`src/rtl/dmem_bus_arbiter_if.sv`:
```
// Request/response port of one master on the shared data-memory bus.
// The master drives the command; the arbiter returns grant and read data.
interface dmem_bus_arbiter_if #(
  parameter int AW = 32,
  parameter int DW = 32
);
  logic          req;
  logic          we;
  logic [AW-1:0] addr;
  logic [DW-1:0] wdata;
  logic          gnt;
  logic          rvalid;
  logic [DW-1:0] rdata;

  modport master (
    output req, we, addr, wdata,
    input  gnt, rvalid, rdata
  );

  modport slave (
    input  req, we, addr, wdata,
    output gnt, rvalid, rdata
  );
endinterface

```
`src/rtl/dmem_bus_arbiter.sv`:
```
// Fixed-priority two-master arbiter for the data-memory port, with a bounded
// wait for master 1, a registered command stage and in-order read routing.
module dmem_bus_arbiter #(
  parameter int AW           = 32,
  parameter int DW           = 32,
  parameter int STARVE_LIMIT = 4
) (
  input  logic                 clk,
  input  logic                 rst,
  dmem_bus_arbiter_if.slave    m0,
  dmem_bus_arbiter_if.slave    m1,
  output logic                 mem_en,
  output logic                 mem_we,
  output logic [AW-1:0]        mem_addr,
  output logic [DW-1:0]        mem_wdata,
  input  logic [DW-1:0]        mem_rdata,
  output logic                 m1_starved
);

  localparam int CW = $clog2(STARVE_LIMIT + 1);
  localparam logic [CW-1:0] LIMIT_C = CW'(STARVE_LIMIT);

  typedef struct packed {
    logic valid;
    logic owner;
  } rsp_t;

  logic          force_m1, m0_gnt, m1_gnt, xfer, win_we;
  logic [CW-1:0] wait_cnt_d, wait_cnt_q;
  logic          starved_d, starved_q;
  logic          mem_en_d, mem_en_q, mem_we_d, mem_we_q;
  logic [AW-1:0] mem_addr_d, mem_addr_q;
  logic [DW-1:0] mem_wdata_d, mem_wdata_q;
  rsp_t          rsp1_d, rsp1_q, rsp2_d, rsp2_q;

  // Grant is combinational so a master sees it in the same cycle it requests.
  always_comb begin
    force_m1 = m1.req && (wait_cnt_q == LIMIT_C);
    m1_gnt   = m1.req && (force_m1 || !m0.req);
    m0_gnt   = m0.req && !force_m1;
    xfer     = m0_gnt || m1_gnt;
    win_we   = m1_gnt ? m1.we : m0.we;
  end

  // NOTE: every signal written in this always_comb gets a default first, so no latch is inferred.
  always_comb begin
    wait_cnt_d  = wait_cnt_q;
    mem_en_d    = xfer;
    mem_we_d    = 1'b0;
    mem_addr_d  = mem_addr_q;
    mem_wdata_d = mem_wdata_q;

    if (!m1.req || m1_gnt) begin
      wait_cnt_d = '0;
    end else if (wait_cnt_q != LIMIT_C) begin
      wait_cnt_d = wait_cnt_q + CW'(1);
    end
    starved_d = (wait_cnt_d == LIMIT_C);

    if (xfer) begin
      mem_we_d    = win_we;
      mem_addr_d  = m1_gnt ? m1.addr  : m0.addr;
      mem_wdata_d = m1_gnt ? m1.wdata : m0.wdata;
    end

    rsp1_d.valid = xfer && !win_we;
    rsp1_d.owner = m1_gnt;
    rsp2_d       = rsp1_q;
  end

  // NOTE: sequential state uses non-blocking assignments so all flops update from pre-edge values.
  always_ff @(posedge clk or posedge rst) begin
    if (rst) begin
      wait_cnt_q  <= '0;
      starved_q   <= 1'b0;
      mem_en_q    <= 1'b0;
      mem_we_q    <= 1'b0;
      mem_addr_q  <= '0;
      mem_wdata_q <= '0;
      rsp1_q      <= '0;
      rsp2_q      <= '0;
    end else begin
      wait_cnt_q  <= wait_cnt_d;
      starved_q   <= starved_d;
      mem_en_q    <= mem_en_d;
      mem_we_q    <= mem_we_d;
      mem_addr_q  <= mem_addr_d;
      mem_wdata_q <= mem_wdata_d;
      rsp1_q      <= rsp1_d;
      rsp2_q      <= rsp2_d;
    end
  end

  assign m0.gnt     = m0_gnt;
  assign m1.gnt     = m1_gnt;
  assign mem_en     = mem_en_q;
  assign mem_we     = mem_we_q;
  assign mem_addr   = mem_addr_q;
  assign mem_wdata  = mem_wdata_q;
  assign m1_starved = starved_q;

  // Responses return in issue order; the owner bit steers the single rdata stream.
  assign m0.rvalid = rsp2_q.valid && !rsp2_q.owner;
  assign m1.rvalid = rsp2_q.valid &&  rsp2_q.owner;
  assign m0.rdata  = mem_rdata;
  assign m1.rdata  = mem_rdata;

endmodule

```
`src/flat_wrapper.sv`:
```
// flat-port wrapper written by rule: the top's interface ports become plain ports
module dmem_bus_arbiter_flat 
#(
  parameter int AW           = 32,
  parameter int DW           = 32,
  parameter int STARVE_LIMIT = 4
)
  (clk, rst, mem_en, mem_we, mem_addr, mem_wdata, mem_rdata, m1_starved, m0_req, m0_we, m0_addr, m0_wdata, m0_gnt, m0_rvalid, m0_rdata, m1_req, m1_we, m1_addr, m1_wdata, m1_gnt, m1_rvalid, m1_rdata);
  dmem_bus_arbiter_if #(.AW(AW), .DW(DW)) m0_i ();
  dmem_bus_arbiter_if #(.AW(AW), .DW(DW)) m1_i ();
  input  logic clk;
  input  logic rst;
  output logic mem_en;
  output logic mem_we;
  output logic [AW-1:0] mem_addr;
  output logic [DW-1:0] mem_wdata;
  input  logic [DW-1:0] mem_rdata;
  output logic m1_starved;
  input wire logic [$bits(m0_i.req)-1:0] m0_req;
  input wire logic [$bits(m0_i.we)-1:0] m0_we;
  input wire logic [$bits(m0_i.addr)-1:0] m0_addr;
  input wire logic [$bits(m0_i.wdata)-1:0] m0_wdata;
  output wire logic [$bits(m0_i.gnt)-1:0] m0_gnt;
  output wire logic [$bits(m0_i.rvalid)-1:0] m0_rvalid;
  output wire logic [$bits(m0_i.rdata)-1:0] m0_rdata;
  input wire logic [$bits(m1_i.req)-1:0] m1_req;
  input wire logic [$bits(m1_i.we)-1:0] m1_we;
  input wire logic [$bits(m1_i.addr)-1:0] m1_addr;
  input wire logic [$bits(m1_i.wdata)-1:0] m1_wdata;
  output wire logic [$bits(m1_i.gnt)-1:0] m1_gnt;
  output wire logic [$bits(m1_i.rvalid)-1:0] m1_rvalid;
  output wire logic [$bits(m1_i.rdata)-1:0] m1_rdata;
  assign m0_i.req = m0_req;
  assign m0_i.we = m0_we;
  assign m0_i.addr = m0_addr;
  assign m0_i.wdata = m0_wdata;
  assign m0_gnt = m0_i.gnt;
  assign m0_rvalid = m0_i.rvalid;
  assign m0_rdata = m0_i.rdata;
  assign m1_i.req = m1_req;
  assign m1_i.we = m1_we;
  assign m1_i.addr = m1_addr;
  assign m1_i.wdata = m1_wdata;
  assign m1_gnt = m1_i.gnt;
  assign m1_rvalid = m1_i.rvalid;
  assign m1_rdata = m1_i.rdata;
  dmem_bus_arbiter #(.AW(AW), .DW(DW), .STARVE_LIMIT(STARVE_LIMIT)) u_core (.clk(clk), .rst(rst), .m0(m0_i), .m1(m1_i), .mem_en(mem_en), .mem_we(mem_we), .mem_addr(mem_addr), .mem_wdata(mem_wdata), .mem_rdata(mem_rdata), .m1_starved(m1_starved));
endmodule
```
`config.mk`:
```
export PLATFORM = sky130hd
export DESIGN_NAME = dmem_bus_arbiter_flat
export DESIGN_NICKNAME = d
export VERILOG_FILES = /design/src/rtl/dmem_bus_arbiter_if.sv /design/src/rtl/dmem_bus_arbiter.sv /design/src/flat_wrapper.sv
export SDC_FILE = /design/constraint.sdc
export NUM_CORES = 1
export LEC_CHECK = 0
export BUFFER_PORTS_ARGS = -buffer_cell sky130_fd_sc_hd__buf_2
export CAP_MARGIN = 20
export CORE_AREA = 2 2 116 118
export DETAILED_ROUTE_END_ITERATION = 6
export DIE_AREA = 0 0 118 120
export PLACE_DENSITY = 0.69
export SKIP_CTS_REPAIR_TIMING = 1
export SLEW_MARGIN = 20
export SYNTH_ARGS = -nofsm -noshare
export SYNTH_HDL_FRONTEND = slang
export SYNTH_SLANG_ARGS = --single-unit
```
`constraint.sdc`:
```
create_clock -name clk -period 2.5 [get_ports clk]
set_clock_uncertainty 0.05 [all_clocks]
set_input_delay 0.125 -clock clk [delete_from_list [all_inputs] [get_ports clk]]
set_output_delay 0.125 -clock clk [all_outputs]
set_load 0.01 [all_outputs]
```
======== Word level (Yosys, flattened, before mapping) ========
Cells that the tools add are included.
operators by class
  eq/ne operators ......................... 3
  mux-type cells .......................... 6
  add/sub/neg operators ................... 1
  reductions and logical operators ........ 14
operators by type and width
  kind                 count
  $mux 32              2
  $eq 3x3->1 const B   2
  $logic_and 1x1->1    6
  $mux 3               2
  $logic_not 1->1      5
  $add 3x1->3 const B  1
  $logic_or 1x1->1     3
  $ne 3x3->1 const B   1
  $mux 1               2
storage, ports and cells
  output and inout bits ................... 135
  logic and storage cells ................. 34
  input port bits ......................... 166
  register bits after elaboration ......... 74

======== Depth between registers and ports, before layout ========
Gate-level depths: netlist of the first run.
  depth in word-level cells ............... 7
  depth in mapped cells ................... 8
  depth with buffers taken out ............ 6

======== Least setup slack after synthesis of the first run ========
Ideal clock, no wire load.
  path kind ............................... flip-flop to flip-flop
  start point ............................. reg u_core.wait_cnt_q[0]
  end point ............................... reg u_core.mem_addr_q[10], in the netlist u_core.mem_addr[10]
  buffers on the path ..................... 2
  arrival ................................. 1,334 ps
  stages on the path, launching flop included .. 8
  clock period less this slack ............ 1,508 ps
  data required time ...................... 2,326 ps
  setup time .............................. 124 ps
  slack ................................... 992 ps
  cell sequence ........................... dfrtp_1 -> inv_1 -> ha_1 -> a21bo_2 -> buf_4 -> buf_2 -> o22ai_1 -> a21oi_2
on the way
  cells in the longest elaborated chain, start to end .. 5
  elaborated cells between the ends (all ways) .. 8
  those cells by class .................... 1 x eq/ne; 1 x mux; 6 x reduce/logical
ends and longest elaborated chain
  element                                              RTL line                                        RTL
  start: declaration                                   dmem_bus_arbiter.sv:29                          logic [CW-1:0] wait_cnt_d, wait_cnt_q;
  start signal: assignment                             dmem_bus_arbiter.sv:83                          wait_cnt_q <= wait_cnt_d;
  $eq 3x3->1 (*)                                       dmem_bus_arbiter.sv:38                          force_m1 = m1.req && (wait_cnt_q == LIMIT_C);
  $logic_and 1x1->1 (*)                                dmem_bus_arbiter.sv:38
  $logic_or 1x1->1 or $logic_not 1->1 (tied branches)  dmem_bus_arbiter.sv:39, dmem_bus_arbiter.sv:40
  $logic_and 1x1->1 (on tied branches)                 dmem_bus_arbiter.sv:39, dmem_bus_arbiter.sv:40
  $mux 32 or $logic_or 1x1->1 (tied branches)          dmem_bus_arbiter.sv:62, dmem_bus_arbiter.sv:41
  end signal: assignment                               dmem_bus_arbiter.sv:87                          mem_addr_q <= mem_addr_d;
  end: declaration                                     dmem_bus_arbiter.sv:32                          logic [AW-1:0] mem_addr_d, mem_addr_q;
Mark *: on every way between the ends. The rest lies on a longest branch, timed or not.
A chain may end at the register's enable or synchronous reset.

======== Worst setup path in the final report of the first run ========
  start point ............................. reg u_core.wait_cnt_q[0]
  end point ............................... out m1_gnt
on the way
  cells in the longest elaborated chain, start to end .. 4
ends and longest elaborated chain
  element            RTL line                RTL
  $eq 3x3->1         dmem_bus_arbiter.sv:38
  $logic_and 1x1->1  dmem_bus_arbiter.sv:38
  $logic_or 1x1->1   dmem_bus_arbiter.sv:39  m1_gnt = m1.req && (force_m1 || !m0.req);
  $logic_and 1x1->1  dmem_bus_arbiter.sv:39
  end: declaration   flat_wrapper.sv:30      output wire logic [$bits(m1_i.gnt)-1:0] m1_gnt;
No other way between the ends.

==> results of run 1 <==
metal layers:
layer | global-route usage | part of all wire
met4 | 0.0836 | 0.035
met2 | 0.270 | 0.49
met3 | 0.0461 | 0.072
met5 | 0 | 0
met1 | 0.178 | 0.40
final timing paths:
| check | slack, ps | cells past startpoint | to |
|---|---|---|---|
| min in group asynchronous | 330 | 3 | u_core.mem_addr[20] |
| worst min register to register | 300 | 0 | u_core.rsp2_q[1] |
| max in group asynchronous | 1440 | 4 | u_core.mem_wdata[19] |
| worst max-delay path | 430 | 7 | m1_gnt |
| worst min-delay path | -30 | 3 | u_core.mem_addr[15] |
| worst max register to register | 650 | 7 | u_core.mem_wdata[25] |
cell type report:
cell class,instances,area share
Tap cell,176,0.0362
Inverter,70,0.0436
Multi-Input combinational cell,211,0.284
Sequential cell,74,0.304
Clock inverter,3,0.00658
Clock buffer,12,0.0405
Timing Repair Buffer,276,0.284
power groups by stage:
stage | Sequential [W] | Clock [W] | Combinational (W)
4_1_cts | 0.00138 | 0.00131 | 0.000740
3_3_place_gp | 0.00139 | 0 | 0.000722
5_1_grt | 0.00139 | 0.00136 | 0.000886
3_5_place_dp | 0.00140 | 0 | 0.000739
2_1_floorplan | 0.00145 | 0 | 0.000496
6_report | 0.00138 | 0.00126 | 0.000813
Yosys cell counts (2+ instances only):
master,n
dfrtp_1,74
buf_2,13
clkbuf_1,3
a21oi_1,25
o22ai_1,64
inv_1,69
buf_4,65
mux2_2,64
buf_1,4
ha_1,2
buf_6,9
a21oi_2,40
nand2_1,4
metrics by stage:
stage | std cells | utilization
floorplan | 449 | -
global placement | 744 | 0.398
detailed placement | 744 | 0.398
CTS | 759 | 0.420
global route | 822 | 0.469
finish | 822 | 0.469
state kept, by name, indices dropped and copies added, names as in the netlist:
name and cells:
u_core.rsp2_q 2, u_core.wait_cnt_q 3, u_core.mem_we 1, u_core.mem_en 1
u_core.mem_wdata 32, u_core.m1_starved 1, u_core.mem_addr 32, u_core.rsp1_q 2
cells by family after synthesis:
kind of cell / share of synthesized area
AOI/OAI and AO/OA: 0.203
and+or+nand+nor: 0.0144
muxes: 0.159
buffers and inverters: 0.208
DFF: 0.409
adders and majority gates: 0.00553
worst max-delay path, stage by stage (launching register included):
cell	delay [ps]
dfrtp_1	410
inv_1	70
ha_1	210
a21bo_2	170
nand2_1	80
clkinv_2	60
buf_4	340
buf_2	210
==> impl_metrics.json, run 1 <==
{
  "register_area_um2": 1850,
  "hp-start": "m1_addr[15]",
  "cts-root-buf": "clkbuf_16",
  "cp.arrival_ps": 1890,
  "multi_input_area_um2": 1730,
  "grt_overflow": 0,
  "h-tree-depth": 3,
  "viasPerCell": 4.78,
  "stdcell_area_um2": 6090,
  "grt_max_degree": 46,
  "synth_edf_count": 0,
  "vias": 3929,
  "fmax_mhz": 483,
  "yosysWarningCount": 0,
  "nNetsFinal": 810,
  "critPathLaunchType": "register",
  "clkPwrFrac": 0.364,
  "path_clk_slew_ps": 60,
  "async_reset_ff_frac": 1.00,
  "grtUsageTotal": 0.158,
  "start_util": 0.349,
  "first_pass_iters": 4,
  "whs_ps": -27.9,
  "ys_seq_elements": 74,
  "grt_pass1_wl_um": 17900,
  "final_common_cell": "buf_2",
  "violations": "negative hold slack",
  "dpl_cell_area_um2": 5170,
  "core-area_um2": 13000,
  "post-route-worst-setup-slack_ps": 431,
  "fin_setup_tns_ps": 0,
  "syn_avg_cell_area_um2": 10.1,
  "yosysTopAreaCell": "dfrtp_1",
  "area_growth_pct": 34.5,
  "p_sw_frac": 0.266,
  "grt_pass1_vias": 3783,
  "port-buffer-count": 204,
  "p_int_w": 0.00253,
  "period_needed_ps": 2070,
  "drc": 0,
  "path_class": "register to primary output",
  "synthFlopType": "dfrtp_1",
  "ys_seq_area_frac": 0.409,
  "wl_per_cell_um": 14.7,
  "fin_crit_sh": 0.828,
  "cp_max_fo": 28,
  "vdd_drop_max_uv": 314,
  "yosys-top-cells-area": "dfrtp_1 (41%), mux2_2 (16%), buf_4 (11%)",
  "netSwitchingPower_w": 0.000917,
  "cts_buffer_depth": 2,
  "antenna_found_initial": 0,
  "clkSinkCount": 74,
  "drt_iter0_markers": 162,
  "p_leak_nw": 3.00,
  "hold_violations": 2,
  "grt_setup_unrepaired": "no",
  "pwr-share-comb": 0.236,
  "drive_gt1_frac": 0.517,
  "syn-num-nets": 617,
  "maxCapViolCount": 0,
  "total_power_w": 0.00345,
  "die_h_um": 120,
  "setup_viol_count_final": 0,
  "power.share.sequential": 0.400,
  "n_fill_cell": 1231,
  "synth_cell_types": 26,
  "insertion_delay_ps": 330,
  "syn-cell-area_um2": 4530,
  "final_cell_mix": "buf_2 (204), dfrtp_1 (74), inv_1 (68)",
  "numCtsBuffers": 9,
  "die_w_um": 118,
  "maxSlewHeadroom": 0.586,
  "wl_um": 12100,
  "num_io_pins": 301,
  "status": "finished with violations",
  "cp-startpoint": "u_core.wait_cnt_q[0]",
  "gp_congestion": 0.785,
  "drtAntennaViolNets": 0,
  "hold_path_class": "input port to register",
  "diodes": 0,
  "pre_cts_ws_ps": 652,
  "synthCells": 449,
  "required_ps": 2330,
  "power_density_nw_per_um2": 566,
  "end_kind": "primary output",
  "synth_top_area_frac": 0.409,
  "worstMarginPinSlew_ps": 621,
  "hpwl_um": 8180,
  "cts_tree": "yes",
  "rr_startpoint": "u_core.wait_cnt_q[0]",
  "final_max_slew_viol_count": 0,
  "die_area_um2": 14200,
  "rows": 42
}
(Power assumes the default switching activity.)
==> run 2: changes to the inputs <==
--- a/config.mk
+++ b/config.mk
@@ -7,10 +7,10 @@
 export LEC_CHECK = 0
 export BUFFER_PORTS_ARGS = -buffer_cell sky130_fd_sc_hd__buf_2
 export CAP_MARGIN = 20
-export CORE_AREA = 2 2 116 118
+export CORE_AREA = 2 2 118 120
 export DETAILED_ROUTE_END_ITERATION = 6
-export DIE_AREA = 0 0 118 120
-export PLACE_DENSITY = 0.69
+export DIE_AREA = 0 0 120 122
+export PLACE_DENSITY = 0.7
 export SKIP_CTS_REPAIR_TIMING = 1
 export SLEW_MARGIN = 20
 export SYNTH_ARGS = -nofsm -noshare
==> constraint.sdc (replaced) <==
create_clock -name clk -period 1.7 [get_ports clk]
set_clock_uncertainty 0.05 [all_clocks]
set_input_delay 0.085 -clock clk [delete_from_list [all_inputs] [get_ports clk]]
set_output_delay 0.085 -clock clk [all_outputs]
set_load 0.01 [all_outputs]
==> run 2 against run 1 <==
Compared with the run above:
- the flow finishes with violations (negative hold slack, negative setup slack)
- routed wire length increased by 6.9%
- clock power rose by 51%
- global-route usage is 0.44 points lower
- non-clock buffer count up 15
- count of clock-buffer cells in the layout decreased by 2
- combinational power increased by 57%
- final area rose by 4.8%
- final cell count grew 2.3%
- hold slack better by 24 ps
- setup slack worse by 450 ps
- sequential share of layout area is 1.4 points lower
- register-to-register slack got worse by 630 ps
- critical path type unchanged
- largest cell class is now non-clock buffers
- largest power group unchanged
==> impl_metrics.json, run 2 (synthesis results as in run 1) <==
{
  "status": "finished with violations",
  "violations": "negative hold slack, negative setup slack",
  "drive_gt1_frac": 0.539,
  "hpwl_um": 8010,
  "maxSlewHeadroom": 0.727,
  "final_common_cell": "buf_2",
  "grt_max_degree": 75,
  "path_cells": "inv_1 -> ha_2 -> a21bo_2 -> nand2_2 -> clkinv_4 -> buf_12 -> buf_6",
  "numCtsBuffers": 9,
  "fin_crit_sh": 1.01,
  "end_kind": "primary output",
  "cts_tree": "yes",
  "n_fill_cell": 1229,
  "rows": 43,
  "core-area_um2": 13500,
  "h-tree-depth": 3,
  "post-route-worst-setup-slack_ps": -15.0,
  "drt_iter0_markers": 151,
  "setup_viol_count_final": 1,
  "power_density_nw_per_um2": 816,
  "grt_pass1_vias": 3610,
  "diodes": 0,
  "final_cell_mix": "buf_2 (203), dfrtp_1 (74), inv_1 (68), dlygate4sd3_1 (68), mux2_2 (64)",
  "pre_cts_ws_ps": 105,
  "hold_path_class": "input port to register",
  "drc": 0,
  "critPathLaunchType": "register",
  "cts-root-buf": "clkbuf_16",
  "grt_pass1_wl_um": 17600,
  "fmax_mhz": 583,
  "drtAntennaViolNets": 0,
  "insertion_delay_ps": 340,
  "critical_path.slowest_cell": "dfrtp_1",
  "path_clk_slew_ps": 60,
  "start_util": 0.335,
  "port-buffer-count": 204,
  "grt_setup_unrepaired": "yes",
  "die_w_um": 120,
  "area_growth_pct": 40.9,
  "first_pass_iters": 4,
  "die_h_um": 122,
  "vias": 3995,
  "cp.arrival_ps": 1580,
  "grtUsageTotal": 0.153,
  "antenna_found_initial": 0,
  "wl_per_cell_um": 15.3,
  "maxCapViolCount": 0,
  "clkSinkCount": 74,
  "p_leak_nw": 3.11,
  "viasPerCell": 4.75,
  "period_needed_ps": 1710,
  "critical_path.max_stage_delay_ps": 360,
  "vdd_drop_max_uv": 409,
  "wl_um": 12900,
  "num_io_pins": 301,
  "gp_congestion": 0.740,
  "nNetsFinal": 825,
  "cp_max_fo": 6,
  "required_ps": 1560,
  "cts_buffer_depth": 2,
  "path_class": "register to primary output",
  "whs_ps": -3.89,
  "worstMarginPinSlew_ps": 409,
  "final_max_slew_viol_count": 0,
  "total_power_w": 0.00520,
  "hold_violations": 4,
  "grt_overflow": 0,
  "die_area_um2": 14600
}
run 2: metal layers:
metal  vias to the layer above  part of all wire  wire length (um)  GRT usage
met5                         -                 0                 0          0
met4                         0             0.031               396     0.0699
met1                      1886              0.40              5140      0.177
met2                       173              0.49              6300      0.254
li1                       1889                 -                 -          -
met3                        47             0.081              1050     0.0581
run 2: area by class of cell:
cell class,instances,area [um2],area share
Clock buffer,10,239,0.0375
Clock inverter,5,55.1,0.00863
Inverter,70,272,0.0426
Multi-Input combinational cell,211,1770,0.277
Sequential cell,74,1850,0.290
Tap cell,180,225,0.0353
Timing Repair Buffer,291,1970,0.308
run 2: path summary, 6_finish.rpt:
path,startpoint,end,slack (ps),depth (start not counted)
worst max-delay path,u_core.wait_cnt_q[0],m1_gnt,-10,7
worst min-delay path,m0_addr[9],u_core.mem_addr[9],-4,3
worst max register to register,u_core.wait_cnt_q[0],u_core.mem_wdata[20],20,8
worst min register to register,u_core.rsp1_q[1],u_core.rsp2_q[1],290,0
max in group asynchronous,rst,u_core.mem_en,910,4
min in group asynchronous,rst,u_core.mem_wdata[7],370,4
run 2: per-stage QoR:
step                      instances  cell area (um2)  hold slack (ps)  utilization  setup TNS (ps)
after floorplan                 449             4530              129            -               0
after global placement          750             5260              120        0.389               0
after detailed placement        750             5260              120        0.389               0
after CTS                       765             5550             -191        0.411            -226
after global routing            841             6380             2.93        0.472           -1080
final                           841             6380            -3.89        0.472           -15.0
run 2: critical path: cells and delay by family, from the launching register on:
kind                     cells  cell delay (ps)
AO/OA/AOI/OAI                1              240
adder cells (fa/ha/maj)      1              190
buffers and inverters        4              350
flip-flops                   1              360
AND/OR/NAND/NOR              1              100
run 2: power breakdown:
part	internal [W]	total (W)	switching, W
combinational	0.000678	0.00128	0.000604
sequential	0.00194	0.00202	0.0000851
clock	0.00116	0.00190	0.000740
